### config.mk
export PLATFORM = sky130hd
export DESIGN_NAME = twiddle_cos_rom_server_flat
export DESIGN_NICKNAME = d
export VERILOG_FILES = /design/src/rtl/twiddle_cos_rom_server_pkg.sv /design/src/rtl/twiddle_cos_rom_server_if.sv /design/src/rtl/twiddle_cos_rom_server_ram.sv /design/src/rtl/twiddle_cos_rom_server.sv /design/src/flat_wrapper.sv
export SDC_FILE = /design/constraint.sdc
export NUM_CORES = 2
export LEC_CHECK = 0
export CAP_MARGIN = 20
export CORE_UTILIZATION = 60
export DETAILED_ROUTE_END_ITERATION = 8
export PLACE_DENSITY = 0.77
export RECOVER_POWER = 50
export SLEW_MARGIN = 0
export SYNTH_ARGS = -nofsm -noshare
export SYNTH_HDL_FRONTEND = slang
export SYNTH_SLANG_ARGS = --single-unit
### constraint.sdc
create_clock -name clk -period 4.45 [get_ports clk]
set_clock_uncertainty 0.2 [all_clocks]
set_input_delay 0.89 -clock clk [delete_from_list [all_inputs] [get_ports clk]]
set_output_delay 0.89 -clock clk [all_outputs]
set_load 0.05 [all_outputs]
### src/rtl/twiddle_cos_rom_server_pkg.sv
// Shared types and sizing helpers for the quarter-wave cosine twiddle table server.
package fft_twiddle_pkg;

  typedef enum logic {
    LOAD  = 1'b0,
    SERVE = 1'b1
  } tw_state_e;

  localparam int unsigned CHECKSUM_W = 16;

  function automatic int unsigned tw_depth(input int unsigned fft_n);
    return 32'd1 << (fft_n - 32'd2);
  endfunction

  function automatic int unsigned tw_aw(input int unsigned fft_n);
    return fft_n - 32'd2;
  endfunction

endpackage

### src/rtl/twiddle_cos_rom_server_if.sv
// Read bus (twact/twa/twdr_cos) and table load stream between the bridge/loader and the server.
interface twiddle_cos_rom_server_if #(
  parameter int unsigned FFT_N  = 10,
  parameter int unsigned FFT_DW = 16
);
  logic                twact;
  logic [FFT_N-3:0]    twa;
  logic [FFT_DW-2:0]   twdr_cos;
  logic                ld_valid;
  logic                ld_ready;
  logic [FFT_DW-2:0]   ld_data;
  logic                reload;

  modport master (
    output twact, twa, ld_valid, ld_data, reload,
    input  twdr_cos, ld_ready
  );

  modport slave (
    input  twact, twa, ld_valid, ld_data, reload,
    output twdr_cos, ld_ready
  );
endinterface

### src/rtl/twiddle_cos_rom_server_ram.sv
// Simple dual-port table RAM: one write port, one registered read port, no array reset.
module twiddle_cos_ram #(
  parameter int unsigned DEPTH = 256,
  parameter int unsigned AW    = 8,
  parameter int unsigned DW    = 15
) (
  input  logic          clk,
  input  logic          we,
  input  logic [AW-1:0] waddr,
  input  logic [DW-1:0] wdata,
  input  logic          re,
  input  logic [AW-1:0] raddr,
  output logic [DW-1:0] rdata
);

  logic [DW-1:0] mem [DEPTH];

  always_ff @(posedge clk) begin
    if (we) mem[waddr] <= wdata;
  end

  always_ff @(posedge clk) begin
    if (re) rdata <= mem[raddr];
  end

endmodule

### src/rtl/twiddle_cos_rom_server.sv
// Quarter-wave cosine twiddle server: streamed table load, 1-cycle registered reads,
// load progress/checksum reporting and sticky integrity flags.
module twiddle_cos_rom_server
  import fft_twiddle_pkg::*;
#(
  parameter int unsigned FFT_N  = 10,
  parameter int unsigned FFT_DW = 16
) (
  input  logic                   clk,
  input  logic                   reset,
  twiddle_cos_rom_server_if.slave bus,
  output logic                   tw_ready,
  output logic [FFT_N-2:0]       ld_count,
  output logic [CHECKSUM_W-1:0]  checksum,
  output logic                   err_early_read,
  output logic                   err_monotonic
);

  localparam int unsigned DEPTH = tw_depth(FFT_N);
  localparam int unsigned AW    = tw_aw(FFT_N);
  localparam int unsigned DW    = FFT_DW - 1;
  localparam int unsigned CW    = FFT_N - 1;

  tw_state_e             state_q, state_d;
  logic [CW-1:0]         ld_count_q;
  logic [CHECKSUM_W-1:0] checksum_q;
  logic [DW-1:0]         prev_q;
  logic                  zero_q;
  logic                  err_early_q, err_mono_q;
  logic                  xfer, last_xfer, serving, rd_en;
  logic [DW-1:0]         ram_rdata;

  assign serving   = (state_q == SERVE);
  assign xfer      = bus.ld_valid && bus.ld_ready && !bus.reload;
  assign last_xfer = xfer && (ld_count_q == CW'(DEPTH - 1));
  assign rd_en     = bus.twact && serving;

  always_comb begin
    state_d = state_q;
    if (bus.reload)    state_d = LOAD;
    else if (last_xfer) state_d = SERVE;
  end

  always_ff @(posedge clk) begin
    if (reset) begin
      state_q     <= LOAD;
      ld_count_q  <= '0;
      checksum_q  <= '0;
      prev_q      <= '0;
      zero_q      <= 1'b1;
      err_early_q <= 1'b0;
      err_mono_q  <= 1'b0;
    end else begin
      state_q <= state_d;
      if (bus.reload) begin
        ld_count_q <= '0;
        checksum_q <= '0;
      end else if (xfer) begin
        ld_count_q <= ld_count_q + CW'(1);
        checksum_q <= checksum_q + CHECKSUM_W'(bus.ld_data);
        prev_q     <= bus.ld_data;
        if (ld_count_q != '0 && bus.ld_data > prev_q) err_mono_q <= 1'b1;
      end
      // The RAM port holds its last data; zero_q masks it after early reads so twdr_cos holds too.
      if (bus.twact) begin
        zero_q <= !serving;
        if (!serving) err_early_q <= 1'b1;
      end
    end
  end

  twiddle_cos_ram #(
    .DEPTH (DEPTH),
    .AW    (AW),
    .DW    (DW)
  ) u_ram (
    .clk   (clk),
    .we    (xfer),
    .waddr (ld_count_q[AW-1:0]),
    .wdata (bus.ld_data),
    .re    (rd_en),
    .raddr (bus.twa),
    .rdata (ram_rdata)
  );

  assign bus.ld_ready   = (state_q == LOAD);
  assign bus.twdr_cos   = zero_q ? '0 : ram_rdata;
  assign tw_ready       = serving;
  assign ld_count       = ld_count_q;
  assign checksum       = checksum_q;
  assign err_early_read = err_early_q;
  assign err_monotonic  = err_mono_q;

endmodule

### src/flat_wrapper.sv
// flat-port wrapper written by rule: the top's interface ports become plain ports
module twiddle_cos_rom_server_flat import fft_twiddle_pkg::*;
#(
  parameter int unsigned FFT_N  = 10,
  parameter int unsigned FFT_DW = 16
)
  (clk, reset, tw_ready, ld_count, checksum, err_early_read, err_monotonic, bus_twact, bus_twa, bus_ld_valid, bus_ld_data, bus_reload, bus_twdr_cos, bus_ld_ready);
  twiddle_cos_rom_server_if #(.FFT_N(FFT_N), .FFT_DW(FFT_DW)) bus_i ();
  input  logic clk;
  input  logic reset;
  output logic tw_ready;
  output logic [FFT_N-2:0] ld_count;
  output logic [CHECKSUM_W-1:0] checksum;
  output logic err_early_read;
  output logic err_monotonic;
  input wire logic [$bits(bus_i.twact)-1:0] bus_twact;
  input wire logic [$bits(bus_i.twa)-1:0] bus_twa;
  input wire logic [$bits(bus_i.ld_valid)-1:0] bus_ld_valid;
  input wire logic [$bits(bus_i.ld_data)-1:0] bus_ld_data;
  input wire logic [$bits(bus_i.reload)-1:0] bus_reload;
  output wire logic [$bits(bus_i.twdr_cos)-1:0] bus_twdr_cos;
  output wire logic [$bits(bus_i.ld_ready)-1:0] bus_ld_ready;
  assign bus_i.twact = bus_twact;
  assign bus_i.twa = bus_twa;
  assign bus_i.ld_valid = bus_ld_valid;
  assign bus_i.ld_data = bus_ld_data;
  assign bus_i.reload = bus_reload;
  assign bus_twdr_cos = bus_i.twdr_cos;
  assign bus_ld_ready = bus_i.ld_ready;
  twiddle_cos_rom_server #(.FFT_N(FFT_N), .FFT_DW(FFT_DW)) u_core (.clk(clk), .reset(reset), .bus(bus_i), .tw_ready(tw_ready), .ld_count(ld_count), .checksum(checksum), .err_early_read(err_early_read), .err_monotonic(err_monotonic));
endmodule
==> flow_summary.toml <==
[synth]
syn_nets = 6750
avgSynthCellArea_um2 = 22.4
synth_ff_type = "edfxtp_1"
ys_ff_latch = 3899
ys_types = 58
syn_area_um2 = 150000
ys.warnings.count = 0
syn_inst = 6686
synth-edff-count = 3855
ys_seq_area_share_pct = 77.8
async_reset_ff_share_pct = 0

[sta]
period_minus_slack_ns = 4.46
hold_violations = 0
finalSetupTns_ns = -0.0128
drv_slew = 1907
max_freq_mhz = 224
whs_ns = 0.126
setup_violations = 1
relSlewSlack_pct = -150
worst_slack_ns = -0.0128
worst_slew_pin_slew_ns = 3.74
layout_worst_path_cycle_share_pct = 100
rsz0062_at_grt = "no"

[drt]
vias_per_cell = 7.04
num_vias = 77958
ant_nets = 0
first_pass_iters = 7
detail_route.wirelength_um = 404000
remaining_drc_errors = 0
wl_per_cell_um = 36.5
drt_iter0_drc = 12529

[setup_path]
required_ns = 3.36
arrival_ns = 3.37
crit_path_start_kind = "flop"
cp-end-kind = "output pin"
crit_type = "reg2out"
worstPathMaxFanout = 11
worst-r2r-cell-count = 6

[clocking]
cts_buffers = 382
clock_path_buffers = 4
h-tree-depth = 5
cts.sinks = 3899
cts.clk_slew.worst_paths_ns = 0.06
cts_setup_buffers = 0
cts_tree = "yes"
clockRootBuffer = "clkbuf_16"
clk_latency_ns = 1.00

[final_layout]
fin_area_um2 = 171000
drive_gt1_share_pct = 29.9
fillerInstances = 14140
stdcell_count = 11066
fin_util_pct = 68.7
syn_to_final_growth_pct = 13.8
layout.nets = 7488

[power]
power_density_nw_per_um2 = 442
total_power_mw = 75.4
leakage_nw = 54.0
max-vdd-ir-drop_mv = 0.475

[grt]
use_met2_pct = 50.4
grt_pass1_wl_um = 570000
antenna_found_initial = 30
global_route.usage.met3_pct = 8.48
busiest_layer = "met2"
grt_pass1_vias = 77518
grt_max_degree = 217
gr-usage-met1_pct = 43.1
grt_overflow = 0
grt_usage_pct = 32.4

[placed_design]
gp_congestion = 0.907
dp.cells = 10368
io_buffers = 71
placed_area_um2 = 159000
dpl_worst_slack_ns = -0.0371
dp_hpwl_um = 232000

[floorplan]
die_y_um = 502
ios = 72
start_util_pct = 60.4
die_x_um = 502
core-area_um2 = 248000
die_area_um2 = 252000
rows = 183

[run]
maxCapViolCount = 33

[outcome]
status = "complete, but fails checks"
violations = "capacitance limit, slew limit, setup timing"

[worst_hold_path]
min_path_type = "in2reg"
min_path_cells = 1
path summary, 6_finish.rpt:
path	startpoint	end	slack, ns
worst max-delay path	u_core.zero_q	bus_twdr_cos[6]	-0.01
worst min-delay path	bus_ld_data[1]	u_core.u_ram.mem[32][1]	0.13
worst min register to register	u_core.prev_q[3]	u_core.prev_q[3]	0.25
worst max register to register	u_core.tw_ready	u_core.u_ram.mem[82][5]	0.36
cell families after synthesis:
group	count (synthesis)	share of synthesized area (%)
flip-flops	3899	77.8
multiplexers	1177	16.2
AND/OR/NAND/NOR	681	1.97
AO/OA/AOI/OAI	465	2.27
buffers and inverters	414	1.34
adder cells (fa/ha/maj)	36	0.305
XOR/XNOR	14	0.0818
power by group:
group	internal, mW	leakage (nW)	switching [mW]	total (mW)
Sequential	40.4	35.0	0.0149	40.4
Combinational	1.39	13.2	2.38	3.77
Clock	17.7	5.80	13.5	31.2
Total	59.5	54.0	15.9	75.4
repair_timing:
item	4_1_cts	5_1_grt
endpoints found under the setup margin	11	0
hold buffers	1	0
endpoints found under the hold margin	1	0
resized for setup	11	0
final cells by class:
cell class / instances / area (µm²) / share of cell area [%]
diodes: 19 / 47.5 / 0.0279
clock buffers: 475 / 10100 / 5.91
repair buffers: 741 / 6380 / 3.74
well taps: 3330 / 4170 / 2.44
inverters: 27 / 101 / 0.0594
multi-input cells: 2373 / 31400 / 18.4
clock inverters: 202 / 1780 / 1.04
flip-flops and latches: 3899 / 117000 / 68.4
synth_stat cells (6+ instances only):
| library cell | n | area, µm² |
|---|---|---|
| buf_6 | 11 | 124 |
| o21ai_0 | 18 | 90.1 |
| nand4_1 | 22 | 138 |
| a221oi_1 | 58 | 508 |
| a21oi_1 | 45 | 225 |
| buf_4 | 64 | 480 |
| xnor2_1 | 8 | 70.1 |
| o221ai_1 | 9 | 78.8 |
| ha_1 | 35 | 438 |
| nor2b_1 | 30 | 188 |
| mux2_2 | 108 | 1220 |
| a31oi_1 | 23 | 144 |
| nor2_1 | 296 | 1110 |
| o211ai_1 | 11 | 82.6 |
| o311a_1 | 8 | 80.1 |
| inv_1 | 27 | 101 |
| nor3_1 | 11 | 55.1 |
| buf_1 | 30 | 113 |
| edfxtp_1 | 3855 | 116000 |
| nand2b_1 | 7 | 43.8 |
| clkbuf_1 | 191 | 717 |
| dfxtp_1 | 44 | 881 |
| a21o_1 | 11 | 82.6 |
| o22ai_1 | 31 | 194 |
| mux4_2 | 995 | 22400 |
| nand3_1 | 105 | 526 |
| nand2_1 | 178 | 668 |
| a22oi_1 | 195 | 1460 |
| buf_2 | 90 | 450 |
| xor2_1 | 6 | 52.6 |
| mux2i_1 | 74 | 741 |
| a211oi_1 | 26 | 195 |
| and2_1 | 7 | 43.8 |
state kept, by name (all words and copies together) (netlist names):
name and count:
u_core.checksum 16, u_core.err_monotonic 1, u_core.tw_ready 1, u_core.u_ram.mem 3840
u_core.prev_q 15, u_core.err_early_read 1, u_core.ld_count 9, u_core.u_ram.rdata 15
u_core.zero_q 1
cell usage in the layout, fill, tap and decap left out, types with 11 or more instances in the layout:
cell type	n
clkinvlp_4	12
inv_1	27
ha_1	35
nor2_1	293
clkdlybuf4s50_1	39
diode_2	19
mux4_2	995
dfxtp_1	44
o211ai_1	11
nand4_1	22
nand3_2	14
buf_4	556
nand3_1	91
clkinv_1	78
a21o_1	11
clkbuf_16	388
buf_12	65
nand2_1	178
nor2b_1	25
clkbuf_1	119
mux2i_1	74
clkbuf_2	18
a31oi_1	23
a221oi_1	58
a21oi_1	45
edfxtp_1	3855
o21ai_0	18
a211oi_1	26
mux2_2	108
bufinv_16	30
a22oi_1	195
o22ai_1	31
clkinv_2	70
worst max-delay path, stage by stage (launching register included):
cell and delay [ns]:
dfxtp_1 0.66, buf_4 0.37, nor2b_1 0.42, clkdlybuf4s50_1 0.91
layer usage:
| metal | share of wire [%] | routed length [µm] | vias to the layer above |
|---|---|---|---|
| li1 | - | - | 29820 |
| met1 | 34 | 138000 | 40390 |
| met2 | 47 | 192000 | 6592 |
| met3 | 13 | 51300 | 1140 |
| met4 | 5.7 | 22900 | 16 |
| met5 | 0.031 | 125 | - |
No activity file was read; power rests on OpenSTA's default activity.
